### config.mk
export PLATFORM = sky130hd
export DESIGN_NAME = seg7_scan_mux_flat
export DESIGN_NICKNAME = d
export VERILOG_FILES = /design/src/rtl/seg7_scan_mux_if.sv /design/src/rtl/seg7_scan_mux.sv /design/src/flat_wrapper.sv
export SDC_FILE = /design/constraint.sdc
export NUM_CORES = 1
export LEC_CHECK = 0
export ABC_AREA = 1
export BUFFER_PORTS_ARGS = -buffer_cell sky130_fd_sc_hd__buf_2
export CORE_MARGIN = 2
export CORE_UTILIZATION = 33
export DETAILED_ROUTE_END_ITERATION = 7
export MAX_ROUTING_LAYER = met4
export PLACE_DENSITY = 0.56
export RECOVER_POWER = 50
export REMOVE_ABC_BUFFERS = 1
export SKIP_LAST_GASP = 1
export SYNTH_ARGS = -nofsm -noshare
export SYNTH_HDL_FRONTEND = slang
export SYNTH_SLANG_ARGS = --single-unit
export TNS_END_PERCENT = 5
### constraint.sdc
create_clock -name clk -period 2.6 [get_ports clk]
set_clock_uncertainty 0.15 [all_clocks]
set_input_delay 0.52 -clock clk [delete_from_list [all_inputs] [get_ports clk]]
set_output_delay 0.52 -clock clk [all_outputs]
set_load 0.005 [all_outputs]
### src/rtl/seg7_scan_mux_if.sv
// Bus between the register-file side and the 7-segment scan driver:
// display data and load strobe in, board pins and frame pulse out.
interface seg7_scan_mux_if #(parameter int N_DIGITS = 8);
  logic [4*N_DIGITS-1:0] value;
  logic [N_DIGITS-1:0]   dp_in;
  logic [N_DIGITS-1:0]   digit_en;
  logic                  lz_suppress;
  logic                  load;
  logic [N_DIGITS-1:0]   an;
  logic [6:0]            a_to_g;
  logic                  dp;
  logic                  frame_done;

  modport master (output value, dp_in, digit_en, lz_suppress, load,
                  input  an, a_to_g, dp, frame_done);
  modport slave  (input  value, dp_in, digit_en, lz_suppress, load,
                  output an, a_to_g, dp, frame_done);
endinterface

### src/rtl/seg7_scan_mux.sv
// Time-multiplexed N-digit 7-segment driver with a blank guard at the start
// of each slot, leading-zero blanking and a frame-synchronous display buffer.
module seg7_scan_mux #(
  parameter int N_DIGITS   = 8,
  parameter int SCAN_DIV   = 100000,
  parameter int BLANK_CYC  = 2000,
  parameter int ACTIVE_LOW = 1
) (
  input  logic           clk,
  input  logic           rst,
  seg7_scan_mux_if.slave bus
);
  localparam int PW = $clog2(SCAN_DIV);
  localparam int IW = (N_DIGITS > 1) ? $clog2(N_DIGITS) : 1;
  localparam logic [PW-1:0] PRE_LAST  = PW'(SCAN_DIV - 1);
  localparam logic [PW-1:0] PRE_BLANK = PW'(BLANK_CYC);
  localparam logic [IW-1:0] IDX_LAST  = IW'(N_DIGITS - 1);
  localparam bit AL = (ACTIVE_LOW != 0);

  typedef struct packed {
    logic [N_DIGITS-1:0][3:0] value;
    logic [N_DIGITS-1:0]      dp_in;
    logic [N_DIGITS-1:0]      digit_en;
    logic                     lz_suppress;
  } disp_t;

  disp_t               in_w, pend, act;
  logic                pend_valid;
  logic [PW-1:0]       pre;
  logic [IW-1:0]       idx;
  logic [N_DIGITS-1:0] supp;
  logic                pre_wrap, frame_wrap, vis, dp_on;
  logic [3:0]          nib;
  logic [N_DIGITS-1:0] an_on;
  logic [6:0]          seg_on;

  function automatic logic [6:0] glyph(input logic [3:0] h);
    case (h)
      4'h0: glyph = 7'b1000000;
      4'h1: glyph = 7'b1111001;
      4'h2: glyph = 7'b0100100;
      4'h3: glyph = 7'b0110000;
      4'h4: glyph = 7'b0011001;
      4'h5: glyph = 7'b0010010;
      4'h6: glyph = 7'b0000010;
      4'h7: glyph = 7'b1111000;
      4'h8: glyph = 7'b0000000;
      4'h9: glyph = 7'b0010000;
      4'hA: glyph = 7'b0001000;
      4'hB: glyph = 7'b0000011;
      4'hC: glyph = 7'b1000110;
      4'hD: glyph = 7'b0100001;
      4'hE: glyph = 7'b0000110;
      default: glyph = 7'b0001110;
    endcase
  endfunction

  assign in_w       = {bus.value, bus.dp_in, bus.digit_en, bus.lz_suppress};
  assign pre_wrap   = (pre == PRE_LAST);
  assign frame_wrap = pre_wrap && (idx == IDX_LAST);

  // Walk down from the top digit; a digit stays suppressed only while every
  // digit above it is also zero. Digit 0 is always shown.
  always_comb begin
    logic zero_above;
    zero_above = act.lz_suppress;
    supp       = '0;
    for (int k = N_DIGITS - 1; k > 0; k--) begin
      zero_above = zero_above && (act.value[k] == 4'h0);
      supp[k]    = zero_above;
    end
  end

  always_comb begin
    nib    = act.value[idx];
    vis    = act.digit_en[idx] && !supp[idx] && (pre >= PRE_BLANK);
    an_on  = vis ? (N_DIGITS'(1) << idx) : '0;
    seg_on = vis ? ~glyph(nib) : 7'h00;
    dp_on  = vis && act.dp_in[idx];
  end

  always_ff @(posedge clk) begin
    if (rst) begin
      pre            <= '0;
      idx            <= '0;
      pend           <= '0;
      act            <= '0;
      pend_valid     <= 1'b0;
      bus.an         <= {N_DIGITS{AL}};
      bus.a_to_g     <= {7{AL}};
      bus.dp         <= AL;
      bus.frame_done <= 1'b0;
    end else begin
      pre <= pre_wrap ? '0 : pre + 1'b1;
      if (pre_wrap) idx <= (idx == IDX_LAST) ? '0 : idx + 1'b1;
      if (bus.load) pend <= in_w;
      // A load landing on the wrap edge bypasses pend so it shows this frame.
      if (frame_wrap) begin
        if (bus.load)       act <= in_w;
        else if (pend_valid) act <= pend;
        pend_valid <= 1'b0;
      end else if (bus.load) begin
        pend_valid <= 1'b1;
      end
      bus.an         <= AL ? ~an_on : an_on;
      bus.a_to_g     <= AL ? ~seg_on : seg_on;
      bus.dp         <= AL ? ~dp_on : dp_on;
      bus.frame_done <= frame_wrap;
    end
  end
endmodule

### src/flat_wrapper.sv
// flat-port wrapper written by rule: the top's interface ports become plain ports
module seg7_scan_mux_flat 
#(
  parameter int N_DIGITS   = 8,
  parameter int SCAN_DIV   = 100000,
  parameter int BLANK_CYC  = 2000,
  parameter int ACTIVE_LOW = 1
)
  (clk, rst, bus_value, bus_dp_in, bus_digit_en, bus_lz_suppress, bus_load, bus_an, bus_a_to_g, bus_dp, bus_frame_done);
  seg7_scan_mux_if #(.N_DIGITS(N_DIGITS)) bus_i ();
  input  logic clk;
  input  logic rst;
  input wire logic [$bits(bus_i.value)-1:0] bus_value;
  input wire logic [$bits(bus_i.dp_in)-1:0] bus_dp_in;
  input wire logic [$bits(bus_i.digit_en)-1:0] bus_digit_en;
  input wire logic [$bits(bus_i.lz_suppress)-1:0] bus_lz_suppress;
  input wire logic [$bits(bus_i.load)-1:0] bus_load;
  output wire logic [$bits(bus_i.an)-1:0] bus_an;
  output wire logic [$bits(bus_i.a_to_g)-1:0] bus_a_to_g;
  output wire logic [$bits(bus_i.dp)-1:0] bus_dp;
  output wire logic [$bits(bus_i.frame_done)-1:0] bus_frame_done;
  assign bus_i.value = bus_value;
  assign bus_i.dp_in = bus_dp_in;
  assign bus_i.digit_en = bus_digit_en;
  assign bus_i.lz_suppress = bus_lz_suppress;
  assign bus_i.load = bus_load;
  assign bus_an = bus_i.an;
  assign bus_a_to_g = bus_i.a_to_g;
  assign bus_dp = bus_i.dp;
  assign bus_frame_done = bus_i.frame_done;
  seg7_scan_mux #(.N_DIGITS(N_DIGITS), .SCAN_DIV(SCAN_DIV), .BLANK_CYC(BLANK_CYC), .ACTIVE_LOW(ACTIVE_LOW)) u_core (.clk(clk), .rst(rst), .bus(bus_i));
endmodule
==> impl_metrics.csv <==
group,metric,value,unit
run_status,status,"finished, final reports clean",
placed_design,numPlacedInstances,1159,
layout,syn_to_final_growth,18.2,%
sta,final-max-slew-violation-count,0,
route,vias,5366,
placed_design,dp_hpwl,10.5,mm
logic_synthesis,synth-edff-count,0,
floorplanning,die_w,143,um
critical_path,cp.arrival,2.41,ns
sta,layout_min_cycle_time,2.26,ns
critical_path,path_class,"register to register",
placed_design,placed_area,6920,sq um
run,maxCapViolCount,0,
layout,final_cells,1190,
route,vias_per_cell,4.51,
layout,ff_latch_area,2720,sq um
route,drt-pass1-iter-count,6,
clock_network,cts_setup_buffers,0,
logic_synthesis,yosysMostFrequentCell,"nand2_1",
floorplanning,rows,50,
pwr,power_density,657,nW/um^2
min_path,hp-class,"input pin to register",
critical_path,required,2.75,ns
global_routing,grt_max_degree,52,
critical_path,reg2reg_from,"u_core.idx[0]$_SDFFE_PP0P_",
floorplanning,initial_core_util,33.8,%
clock_network,cts_root_buf,"clkbuf_16",
logic_synthesis,syn_area_per_cell,7.15,sq um
logic_synthesis,yosys.cell_types.count,30,
placed_design,pre_cts_ws,0.347,ns
min_path,min-delay-start,"bus_value[14]",
sta,setup_slack,0.341,ns
layout,fillers,2009,
floorplanning,dieArea,20300,sq um
floorplanning,core,18800,sq um
route,antenna_left,0,
clock_network,clock_latency,0.42,ns
route,drcViolationCount,0,
clock_network,cts-resized-gates,0,
sta,tightest_slew,1.34,ns
logic_synthesis,syn-instance-count,887,
critical_path,worstReg2RegEnd,"u_core.bus.a_to_g[3]$_SDFF_PP1_",
sta,hold_viol_final,0,
sta,slew-limit-headroom,10.7,%
clock_network,clk_path_buf_depth,2,
sta,hold_ws,0.214,ns
layout,fin_nets,1010,
global_routing,overflow,0,
clock_network,htree_num_levels,4,
layout,antennaDiodeCount,0,
critical_path,crit_fanout,12,
floorplanning,dieHeight,143,um
logic_synthesis,yosysSeqAreaShare,42.9,%
pwr,power.total,4.93,mW
global_routing,antenna_found_initial,0,
logic_synthesis,async_flop_share,0,%
layout,drive_gt1_share,12.3,%
min_path,hold_path_end,"u_core.pend[31]$_SDFFE_PP0P_",
logic_synthesis,synth_area_leaders,"dfxtp_1 (43%), nand2_1 (12%), nor2_1 (8.9%), mux2i_1 (7.7%), inv_1 (7.3%)",
logic_synthesis,synth_top_area_share,42.9,%
global_routing,grt_pass1_wl,25.0,mm
sta,fin_tns_setup,0,ns
logic_synthesis,synth_top_cell_by_area,"dfxtp_1",
critical_path,startpoint_type,"register",
clock_network,path_clk_slew,0.06,ns
route,wirelength,14.9,mm
placed_design,gp_congestion,0.936,
critical_path,reg2reg_depth,11,
floorplanning,io_pins,69,
logic_synthesis,ys_warn_count,0,
layout,final_core_util,39.9,%
layout,multi_input_area,2890,sq um
sta,setup-violations-final,0,
logic_synthesis,synth-seq-cells,136,
clock_network,cts_hold_buffers,0,
layout,fin_area,7500,sq um
pwr,p_leak,3.53,nW
critical_path,endpoint_kind,"register",
sta,rsz0062_at_grt,"false",
clock_network,cts_made_buffers,17,
route,drt-initial-drc-count,247,
route,wire_per_inst,12.5,um
sta,period_share,86.9,%
pwr,max-vdd-ir-drop,416,uV
logic_synthesis,ys_top_cells_by_count,"nand2_1 (207), nor2_1 (150), dfxtp_1 (136)",
min_path,whs_path_depth,3,
logic_synthesis,syn-cell-area,6340,sq um
clock_network,tritoncts,"built",
sta,fmax,443,MHz
global_routing,grtUsageTotal,15.9,%
logic_synthesis,ys.flop_type,"dfxtp_1",
critical_path,r2r_slack,0.34,ns
clock_network,cts.sinks,136,
global_routing,grt_pass1_vias,5165,
placed_design,numPortBuffers,68,
## routing by layer
layer	track usage (%)	up-vias	wire [um]
met5	-	-	0
met4	4.38	0	121
met3	3.62	11	535
met2	25.4	79	6950
met1	20.2	2401	7290
li1	-	2875	-
## state kept, by name (all words and copies together) (netlist names), 3 cells and up
register and cells:
u_core.pend 49, u_core.act 49, u_core.bus.a_to_g 7, u_core.pre 17, u_core.idx 3, u_core.bus.an 8
## cell usage in the layout, fill, tap and decap left out, types with 2 or more instances in the layout
cell type	count
nand3_1	49
clkbuf_8	3
nor2_1	151
bufinv_16	4
clkbuf_1	7
nor3_1	7
dfxtp_1	136
clkinv_2	3
o21ai_0	12
clkbuf_16	17
nand3b_1	2
inv_2	3
or2_2	2
clkinv_1	3
xor2_1	5
buf_2	64
nand4_1	53
ha_1	13
nand2_1	207
mux2i_1	49
o211ai_1	4
a21oi_1	11
buf_4	15
inv_1	124
## worst max-delay path by stage
stage,startpoint,end,slack (ns),cells after the start
4_1_cts,u_core.idx[0]$_SDFFE_PP0P_,u_core.bus.a_to_g[3]$_SDFF_PP1_,0.33,11
2_1_floorplan,u_core.idx[0]$_SDFFE_PP0P_,u_core.act[0]$_SDFFE_PP0P_,-0.91,6
3_3_place_gp,u_core.idx[0]$_SDFFE_PP0P_,u_core.bus.a_to_g[3]$_SDFF_PP1_,0.44,11
6_report,u_core.idx[0]$_SDFFE_PP0P_,u_core.bus.a_to_g[3]$_SDFF_PP1_,0.34,11
5_1_grt,u_core.idx[0]$_SDFFE_PP0P_,u_core.bus.a_to_g[0]$_SDFF_PP1_,0.06,12
3_5_place_dp,u_core.idx[0]$_SDFFE_PP0P_,u_core.bus.a_to_g[3]$_SDFF_PP1_,0.35,11
## critical path: stages (launching register included)
cell	delay, ns
dfxtp_1	0.54
buf_4	0.26
nand2_1	0.07
o211ai_1	0.08
nand3_1	0.08
o21ai_1	0.24
inv_1	0.16
ha_1	0.24
nand3_1	0.12
nand2_1	0.07
nand2_1	0.05
nand3_1	0.07
## cell type report
cell class	count	area share (%)
Clock buffer	23	6.38
Clock inverter	8	1.92
Inverter	130	6.51
Multi-Input combinational cell	573	38.6
Sequential cell	136	36.3
Tap cell	234	3.91
Timing Repair Buffer	86	6.36
## power by group
| group | switching (mW) | leakage [nW] | internal [mW] | total [mW] |
|---|---|---|---|---|
| clock | 0.874 | 0.307 | 1.67 | 2.55 |
| sequential | 0.0134 | 1.11 | 2.13 | 2.15 |
| combinational | 0.139 | 2.12 | 0.0936 | 0.232 |
## kinds of logic (layout without fill, tap and decap cells)
logic type	after synthesis	count (layout)	synth area share (%)
AO/OA/AOI/OAI	30	30	2.58
XOR/XNOR	5	5	0.691
adder cells (fa/ha/maj)	14	14	2.76
buffers and inverters	178	247	11.3
flip-flops	136	136	42.9
multiplexers	49	49	7.73
AND/OR/NAND/NOR	475	475	32.0
Power figures use the tool's default switching activity.
